## config.mk

```make
export PLATFORM = sky130hd
export DESIGN_NAME = elastic_pipe_reg
export DESIGN_NICKNAME = d
export VERILOG_FILES = /design/src/rtl/elastic_pipe_reg.sv
export SDC_FILE = /design/constraint.sdc
export NUM_CORES = 1
export LEC_CHECK = 0
export CORE_ASPECT_RATIO = 0.5
export CORE_MARGIN = 3
export CORE_UTILIZATION = 52
export DETAILED_ROUTE_END_ITERATION = 8
export PLACE_DENSITY = 0.81
export REMOVE_ABC_BUFFERS = 1
export SLEW_MARGIN = 20
export SYNTH_ARGS = -nofsm -noshare
export SYNTH_HDL_FRONTEND = slang
export SYNTH_SLANG_ARGS = --single-unit
export TNS_END_PERCENT = 1
```

## constraint.sdc

```tcl
create_clock -name CLK -period 2 [get_ports CLK]
set_input_delay 0.3 -clock CLK [delete_from_list [all_inputs] [get_ports CLK]]
set_output_delay 0.3 -clock CLK [all_outputs]
set_load 0.01 [all_outputs]
```

## src/rtl/elastic_pipe_reg.sv

```systemverilog
`default_nettype none
// ============================================================================
// Module   : elastic_pipe_reg
// Function : Elastic valid/ready inter-stage register with a 2-entry skid
//            buffer, flush, sticky HALT and bubble-safe control-bit zeroing.
//            Optional stall counter enabled by ELASTIC_STALL_CNT_EN.
// Revision : 1.0 - initial release
// ============================================================================
module elastic_pipe_reg #(
    parameter int DATA_W = 128,
    parameter int CTRL_W = 8
`ifdef ELASTIC_STALL_CNT_EN
    ,
    parameter int CNT_W  = 16
`endif
) (
    input  logic              CLK,
    input  logic              nRST,
    input  logic              in_valid,
    output logic              in_ready,
    input  logic [DATA_W-1:0] in_data,
    input  logic              in_halt,
    input  logic              flush,
    output logic              out_valid,
    input  logic              out_ready,
    output logic [DATA_W-1:0] out_data,
    output logic              out_halt,
    output logic              halted,
    output logic [1:0]        occupancy
`ifdef ELASTIC_STALL_CNT_EN
    ,
    output logic [CNT_W-1:0]  stall_cnt
`endif
);

    localparam logic [DATA_W:0]   c_ONE       = (DATA_W + 1)'(1);
    localparam logic [DATA_W-1:0] c_CTRL_MASK = DATA_W'((c_ONE << CTRL_W) - c_ONE);

    logic              r_mainValid, r_mainHalt;
    logic [DATA_W-1:0] r_mainData;
    logic              r_skidValid, r_skidHalt;
    logic [DATA_W-1:0] r_skidData;
    logic              r_halted;
    logic [1:0]        r_occupancy;

    logic              w_accept, w_consume;
    logic              w_mainValidNext, w_mainHaltNext;
    logic [DATA_W-1:0] w_mainDataNext;
    logic              w_skidValidNext, w_skidHaltNext;
    logic [DATA_W-1:0] w_skidDataNext;
    logic              w_haltedNext;
    logic [1:0]        w_occupancyNext;

    // in_ready decodes registers only, so there is no path from out_ready.
    assign in_ready  = !r_skidValid && !r_halted;
    assign w_accept  = in_valid && in_ready;
    assign w_consume = r_mainValid && out_ready;

    always_comb begin
        w_mainValidNext = r_mainValid;
        w_mainHaltNext  = r_mainHalt;
        w_mainDataNext  = r_mainData;
        w_skidValidNext = r_skidValid;
        w_skidHaltNext  = r_skidHalt;
        w_skidDataNext  = r_skidData;
        w_haltedNext    = r_halted;
        if (flush) begin
            w_mainValidNext = 1'b0;
            w_skidValidNext = 1'b0;
        end else begin
            if (w_accept && in_halt) begin
                w_haltedNext = 1'b1;
            end
            if (!r_mainValid || w_consume) begin
                if (r_skidValid) begin
                    w_mainValidNext = 1'b1;
                    w_mainHaltNext  = r_skidHalt;
                    w_mainDataNext  = r_skidData;
                    w_skidValidNext = 1'b0;
                end else if (w_accept) begin
                    w_mainValidNext = 1'b1;
                    w_mainHaltNext  = in_halt;
                    w_mainDataNext  = in_data;
                end else begin
                    w_mainValidNext = 1'b0;
                end
            end else if (w_accept) begin
                w_skidValidNext = 1'b1;
                w_skidHaltNext  = in_halt;
                w_skidDataNext  = in_data;
            end
        end
        w_occupancyNext = {1'b0, w_mainValidNext} + {1'b0, w_skidValidNext};
    end

    always_ff @(posedge CLK or negedge nRST) begin
        if (!nRST) begin
            r_mainValid <= 1'b0;
            r_mainHalt  <= 1'b0;
            r_mainData  <= '0;
            r_skidValid <= 1'b0;
            r_skidHalt  <= 1'b0;
            r_skidData  <= '0;
            r_halted    <= 1'b0;
            r_occupancy <= 2'd0;
        end else begin
            r_mainValid <= w_mainValidNext;
            r_mainHalt  <= w_mainHaltNext;
            r_mainData  <= w_mainDataNext;
            r_skidValid <= w_skidValidNext;
            r_skidHalt  <= w_skidHaltNext;
            r_skidData  <= w_skidDataNext;
            r_halted    <= w_haltedNext;
            r_occupancy <= w_occupancyNext;
        end
    end

    // Bubbles must not carry live enables downstream; upper bits keep stale data.
    assign out_valid = r_mainValid;
    assign out_data  = r_mainValid ? r_mainData : (r_mainData & ~c_CTRL_MASK);
    assign out_halt  = r_mainHalt && r_mainValid;
    assign halted    = r_halted;
    assign occupancy = r_occupancy;

`ifdef ELASTIC_STALL_CNT_EN
    logic [CNT_W-1:0] r_stallCnt;

    always_ff @(posedge CLK or negedge nRST) begin
        if (!nRST) begin
            r_stallCnt <= '0;
        end else if (r_mainValid && !out_ready && (r_stallCnt != {CNT_W{1'b1}})) begin
            r_stallCnt <= r_stallCnt + CNT_W'(1);
        end
    end

    assign stall_cnt = r_stallCnt;
`endif

endmodule
`default_nettype wire

```

# Word-level counts from Yosys, hierarchy flattened
# Index checks and enable logic that the tools add are counted.
# totals
regBits,263
latch_bits,0
ramBits,0
rom_bits,0
inputBits,134
output_inout_bits,134
word_cells,36
mem_count,0
# op_classes
addsub,1
n_mul,0
div,0
order_cmp,0
eq_ne,0
shift,0
muxes,12
n_bitwise,2
n_reduce_logical,13
# ops
cell,count
two-way mux 128 bit,2
two-way mux 1 bit,9
two-way mux 8 bit,1
AND reduction 3 bit,2
logical AND 1 bit,5
zero test 1 bit,3
adder 1 x 1 -> 2 bit,1
inverter 1 bit,2
AND reduction 2 bit,1
nonzero test 2 bit,1
logical OR 1 bit,1

# Depth between registers and ports, before layout
# Gate-level depths: netlist of run 1.
# depth
word_depth,8
depth_mapped,6
mapped_depth_nobuf,4

# Least setup slack after synthesis of run 1
# OpenSTA, ideal clock, no wires.
# synth_path
kind,register to register
startpoint,"register r_halted, in the netlist halted"
endpoint,register r_mainData[124]
setup_time_ns,0.127
arrival_ns,1.564
t_required_ns,1.873
setup_slack_ns,0.308
path_stages_with_launch,6
n_path_buf,2
synth_period_minus_slack_ns,1.692
cell_sequence,dfrtp_1 nand2b_4 a211oi_4 buf_12 buf_12 mux2_1
# synth_via
elab_chain_len,5
# synth_rtl
item,line,rtl
"start, declared",43,logic r_halted;
"start signal, assigned",113,r_halted <= w_haltedNext;
zero test 1 bit,55,assign in_ready = !r_skidValid && !r_halted;
logical AND 1 bit,55,
logical AND 1 bit,56,assign w_accept = in_valid && in_ready;
nonzero test 2 bit (no line),--,
AND reduction 3 bit (no line),--,
"end signal, assigned",109,r_mainData <= w_mainDataNext;
"end, declared",40,logic [DATA_W-1:0] r_mainData;
# No other way between the ends.
# A chain may end at the register's enable or synchronous reset.

# Worst setup path in the final report of run 1
# layout_path
startpoint,"register r_mainValid, in the netlist out_valid"
endpoint,output port out_valid
# layout_rtl
item,line,rtl
"start, declared",39,"logic r_mainValid, r_mainHalt;"
"start signal, assigned",107,r_mainValid <= w_mainValidNext;
"end, declared",24,"output logic out_valid,"
# No word-level cell between the ends.

==> impl_metrics.json, run 1 <==
{
  "route.detailed.drc": 0,
  "startpoint": "out_valid",
  "setup_viol": 0,
  "synth_async_sr_flop_share_pct": 100,
  "synth_edf_count": 0,
  "cpPeakStageDelay_ns": 0.55,
  "via_per_inst": 5.06,
  "synth_top_cells_by_area": "dfrtp_1 (51%), mux2_2 (15%), mux2_4 (12%), mux2_1 (10%), buf_4 (7.1%)",
  "netlist.area_leader.share_pct": 51.2,
  "crit_family": "buffers and inverters",
  "grt_pass1_wl_mm": 41.4,
  "firstDrtPassIters": 4,
  "nets": 1130,
  "vias": 6786,
  "rows": 39,
  "ys_seq_elements": 263,
  "relSlewSlack_pct": 67.8,
  "path_cells": "buf_4 > clkdlybuf4s50_1",
  "crit_buf_inv": 2,
  "gp_congestion": 0.772,
  "cp_slowest_cell": "clkdlybuf4s50_1",
  "port_buffers": 267,
  "antenna_left": 0,
  "crit_fanout": 11,
  "htree_levels": 1,
  "rr_startpoint": "halted",
  "cp.arrival_ns": 1.58,
  "die_w_um": 228,
  "fin_crit_sh_pct": 94.2,
  "num_io_pins": 268,
  "clk_pin_slew_ns": 0.07,
  "cp-end-kind": "output pin",
  "clock_skew_ns": 0.0104,
  "synth_area_um2": 12800,
  "status": "finished, final reports clean",
  "fin_crit_ns": 1.88,
  "crit_required_ns": 1.70,
  "fp.dieH_um": 117,
  "leakage_nw": 7.15,
  "final_core_util_pct": 66.7,
  "grt_overflow": 0,
  "numCtsBuffers": 24,
  "wl_mm": 26.2,
  "drive_above_1_share_pct": 33.8,
  "placedCellCount": 1296,
  "fp.coreArea_um2": 23500,
  "syn_to_final_growth_pct": 22.2,
  "design_area_um2": 15700,
  "critPathLaunchType": "flip-flop",
  "avgRoutedWirePerCell_um": 19.5,
  "cp.depth": 2,
  "max_cap_violations": 0,
  "drt_iter0_drc": 248,
  "r2r_end": "r_mainData[122]",
  "nFillCells": 1704,
  "layout_common_cells": "dfrtp_1 (262), clkdlybuf4s50_1 (256), mux2_2 (172), mux2_1 (114), mux2_4 (99)",
  "insertion_delay_ns": 0.53,
  "grt_pass1_vias": 7556,
  "peakVddDrop_mv": 0.603,
  "synth_flop_cell": "dfrtp_1",
  "tightest_slew_ns": 0.483,
  "place_area_um2": 15000,
  "dp_hpwl_mm": 18.3,
  "antenna_found_initial": 1,
  "die_area_um2": 26700,
  "drv_slew": 0,
  "cts_root_buffer": "clkbuf_16",
  "synth.distinct_cells": 24,
  "cts_tree": "done",
  "avgSynthCellArea_um2": 15.3,
  "setup-tns-final_ns": 0,
  "initial_core_util_pct": 54.6,
  "hold_violations": 0,
  "endpoint": "out_valid",
  "numClockSinks": 263,
  "synthCells": 838,
  "path_class": "reg -> out",
  "power.density_nw_per_um2": 985,
  "grt_usage_pct": 19.4,
  "synth_top_area_cell": "dfrtp_1",
  "grt_max_degree": 75,
  "instances_no_fill": 1340,
  "max_freq_mhz": 531,
  "reg2reg_depth": 5,
  "clockBufferDepth": 3,
  "ys_warn_count": 0,
  "rsz0062_at_grt": "false",
  "holdWs_ns": 0.284,
  "seq_area_frac_synth_pct": 51.2,
  "hold_path_class": "in -> async",
  "final_common_cell": "dfrtp_1",
  "r2r_slack_ns": 0.24
}
[registers in the layout, summed over array words and instances, names as in the netlist]
signal and count:
occupancy 2, halted 1, r_skidData 128, r_skidHalt 1, out_valid 1, r_mainData 128, r_skidValid 1, r_mainHalt 1
[Yosys cell counts, drive strengths merged (2+ instances only)]
cell type / n
inv: 2
dfrtp: 263
clkbuf: 4
a21oi: 2
mux2: 385
nor2b: 2
nand2b: 2
buf: 160
and2: 10
[layer usage]
| layer | routed length (um) | vias up | global-route usage, % |
|---|---|---|---|
| met5 | 0 | - | 0 |
| met4 | 829 | 0 | 7.09 |
| met3 | 842 | 51 | 3.63 |
| met2 | 13800 | 106 | 35.5 |
| met1 | 10700 | 3505 | 23.3 |
| li1 | - | 3124 | - |
[worst min-delay path by stage]
stage | start | end | slack (ns) | cells after the start
2_1_floorplan | nRST | halted | 0.004 | 0
3_3_place_gp | nRST | r_skidData[88] | 0.24 | 1
3_5_place_dp | nRST | r_skidData[88] | 0.24 | 1
4_1_cts | nRST | r_mainData[88] | 0.27 | 2
5_1_grt | nRST | r_mainData[88] | 0.31 | 2
6_report | nRST | r_mainData[88] | 0.28 | 2
[stage by stage]
stage / power [mW] / worst slack, ns
after detailed placement: 11.2 / -0.175
final: 15.5 / 0.116
after floorplan: 8.70 / -6.89
after global placement: 11.1 / -0.131
after global routing: 16.2 / 0.0610
after CTS: 15.7 / 0.0935
[report_power, final]
part,leakage [nW],internal (mW),switching (mW)
clock,0.364,2.36,1.98
sequential,3.36,6.40,0.657
combinational,3.42,2.75,1.32
total,7.15,11.5,3.96
[cells by family (layout without fill, tap and decap cells)]
logic type / count (synthesis) / in the layout / share of synthesized area (%)
buffers and inverters: 166 / 339 / 10.7
AOI/OAI and AO/OA: 4 / 4 / 0.292
other: 0 / 1 / 0
and+or+nand+nor: 18 / 18 / 0.945
muxes: 386 / 386 / 36.7
DFF: 263 / 263 / 51.2
adders and majority gates: 1 / 1 / 0.0974
[what timing repair did]
item	4_1_cts	5_1_grt
setup buffers	0	0
endpoints found under the setup margin	10	0
hold endpoints to repair	44	0
hold buffers	1	0
resized for setup	10	0
[area by class of cell]
cell class | count | area, um^2 | share of cell area, %
antenna | 1 | 2.50 | 0.0159
clock buffer | 32 | 672 | 4.28
clock inverter | 10 | 52.6 | 0.335
inverter | 2 | 7.51 | 0.0478
multi-input combinational | 409 | 4900 | 31.2
sequential | 263 | 6590 | 42.0
tap | 328 | 410 | 2.61
timing repair buffer | 295 | 3070 | 19.5
(Power assumes the default switching activity.)
==> run 2, diff against run 1 <==
--- a/config.mk
+++ b/config.mk
@@ -9,7 +9,7 @@
 export CORE_MARGIN = 3
 export CORE_UTILIZATION = 52
 export DETAILED_ROUTE_END_ITERATION = 8
-export PLACE_DENSITY = 0.81
+export PLACE_DENSITY_LB_ADDON = 0.15
 export REMOVE_ABC_BUFFERS = 1
 export SLEW_MARGIN = 20
 export SYNTH_ARGS = -nofsm -noshare
==> run 2 against run 1 <==
Compared with the run above: first-iteration DRC count grew 19%; worst setup slack lost 0.0041 ns; cell area increased by 0.94%; critical endpoint unchanged; worst hold slack gained 0.049 ns; non-clock buffer count is 12 higher; flip-flop and latch count did not move; clock-buffer cell count rose by 4; critical path depth unchanged; clock skew is 0.0053 ns higher; register-to-register slack got worse by 0.10 ns.
==> impl_metrics.json, run 2 (synthesis results as in run 1) <==
{
  "status": "finished, final reports clean",
  "final_common_cell": "dfrtp_1",
  "grt_overflow": 0,
  "drv_slew": 0,
  "firstDrtPassIters": 6,
  "max_freq_mhz": 530,
  "fin_crit_sh_pct": 94.4,
  "cts_tree": "done",
  "via_per_inst": 5.07,
  "grt_pass1_wl_mm": 41.9,
  "power_mw": 15.9,
  "dp_hpwl_mm": 18.1,
  "vias": 6844,
  "post-cts-setup-buffers": 0,
  "nets": 1142,
  "relSlewSlack_pct": 57.1,
  "rsz0062_at_grt": "false",
  "fin_ws_ns": 0.112,
  "fin_crit_ns": 1.89,
  "cp.arrival_ns": 1.59,
  "insertion_delay_ns": 0.53,
  "clk_pin_slew_ns": 0.06,
  "syn_to_final_growth_pct": 23.3,
  "leakage_nw": 7.22,
  "antenna_left": 0,
  "layout_common_cells": "dfrtp_1 (262), clkdlybuf4s50_1 (256), mux2_2 (172), mux2_1 (114), mux2_4 (99)",
  "tightest_slew_ns": 0.644,
  "avgRoutedWirePerCell_um": 19.4,
  "drt_iter0_drc": 294,
  "num_io_pins": 268,
  "die_w_um": 228,
  "critPathLaunchType": "flip-flop",
  "nFillCells": 1739,
  "rows": 39,
  "final_core_util_pct": 67.4,
  "rr_startpoint": "halted",
  "regArea_um2": 6590,
  "clock_skew_ns": 0.0157,
  "hold_path_class": "in -> async",
  "die_area_um2": 26700,
  "antenna_found_initial": 1,
  "max_cap_violations": 0,
  "crit_required_ns": 1.70,
  "drive_above_1_share_pct": 34.2,
  "grt_pass1_vias": 7660,
  "wl_mm": 26.2,
  "path_class": "reg -> out",
  "dpl_worst_slack_ns": -0.241,
  "crit_fanout": 11,
  "cp-end-kind": "output pin",
  "fp.dieH_um": 117,
  "power.density_nw_per_um2": 1000,
  "holdWs_ns": 0.333,
  "grt_max_degree": 75,
  "hold_violations": 0,
  "setup_viol": 0,
  "initial_core_util_pct": 54.6,
  "route.detailed.drc": 0,
  "numCtsBuffers": 24,
  "fp.coreArea_um2": 23500,
  "cts_root_buffer": "clkbuf_16",
  "port_buffers": 267,
  "r2r_end": "r_mainData[102]",
  "setup-tns-final_ns": 0,
  "gp_congestion": 0.789,
  "htree_levels": 1,
  "r2r_slack_ns": 0.14,
  "grt_usage_pct": 19.5,
  "multi_input_area_um2": 4900,
  "peakVddDrop_mv": 0.702,
  "numClockSinks": 263,
  "clockBufferDepth": 3,
  "reg2reg_depth": 5
}
==> run 2: cell count changes in the layout (fill, tap and decap cells not counted), sizes merged <==
cell / previous run / this run
buf: 28 / 40
clkinv: 9 / 0
bufinv: 0 / 3
clkbuf: 32 / 36
==> run 2: worst max path at each step <==
| stage | from | endpoint | slack, ns | depth (start not counted) |
|---|---|---|---|---|
| after floorplan | r_skidValid | r_mainData[100] | -6.89 | 3 |
| after global placement | out_ready | r_mainData[118] | -0.24 | 6 |
| after detailed placement | out_ready | r_mainData[89] | -0.24 | 6 |
| after CTS | out_valid | out_valid | 0.08 | 2 |
| after global routing | out_valid | out_valid | 0.03 | 2 |
| final | out_valid | out_valid | 0.11 | 2 |
==> run 2: per-stage QoR <==
step	cell area (um^2)	instances
6_report	15800	1350
5_1_grt	15800	1350
4_1_cts	15800	1349
3_5_place_dp	15000	1308
3_3_place_gp	15000	1308
2_1_floorplan	11500	674
==> run 2: worst max-delay path, stage by stage, from the launching register on <==
cell and delay (ns):
dfrtp_1 0.36, buf_4 0.17, clkdlybuf4s50_1 0.55
==> run 2: final cells by class <==
class	count	area share (%)
antenna	1	0.0158
clock buffer	36	4.40
clock inverter	4	0.616
inverter	2	0.0474
multi-input combinational	409	30.9
sequential	263	41.6
tap	328	2.59
timing repair buffer	307	19.8
==> run 2: layer usage <==
metal	wire length (um)	global-route usage [%]	part of all wire (%)
met1	11100	24.4	42
met2	13400	34.9	51
met3	996	4.33	3.8
met4	725	5.46	2.8
met5	0	0	0
==> run 2: where the power goes <==
| part | internal [mW] | total [mW] | leakage [nW] | switching [mW] |
|---|---|---|---|---|
| Clock | 2.78 | 4.75 | 0.382 | 1.97 |
| Combinational | 2.76 | 4.08 | 3.48 | 1.32 |
| Sequential | 6.40 | 7.05 | 3.36 | 0.655 |
| Total | 11.9 | 15.9 | 7.22 | 3.94 |
==> run 2: timing repair <==
item | CTS | global route
hold endpoints to repair | 59 | 0
endpoints found under the setup margin | 10 | 0
resized for setup | 10 | 0
hold buffers | 1 | 0
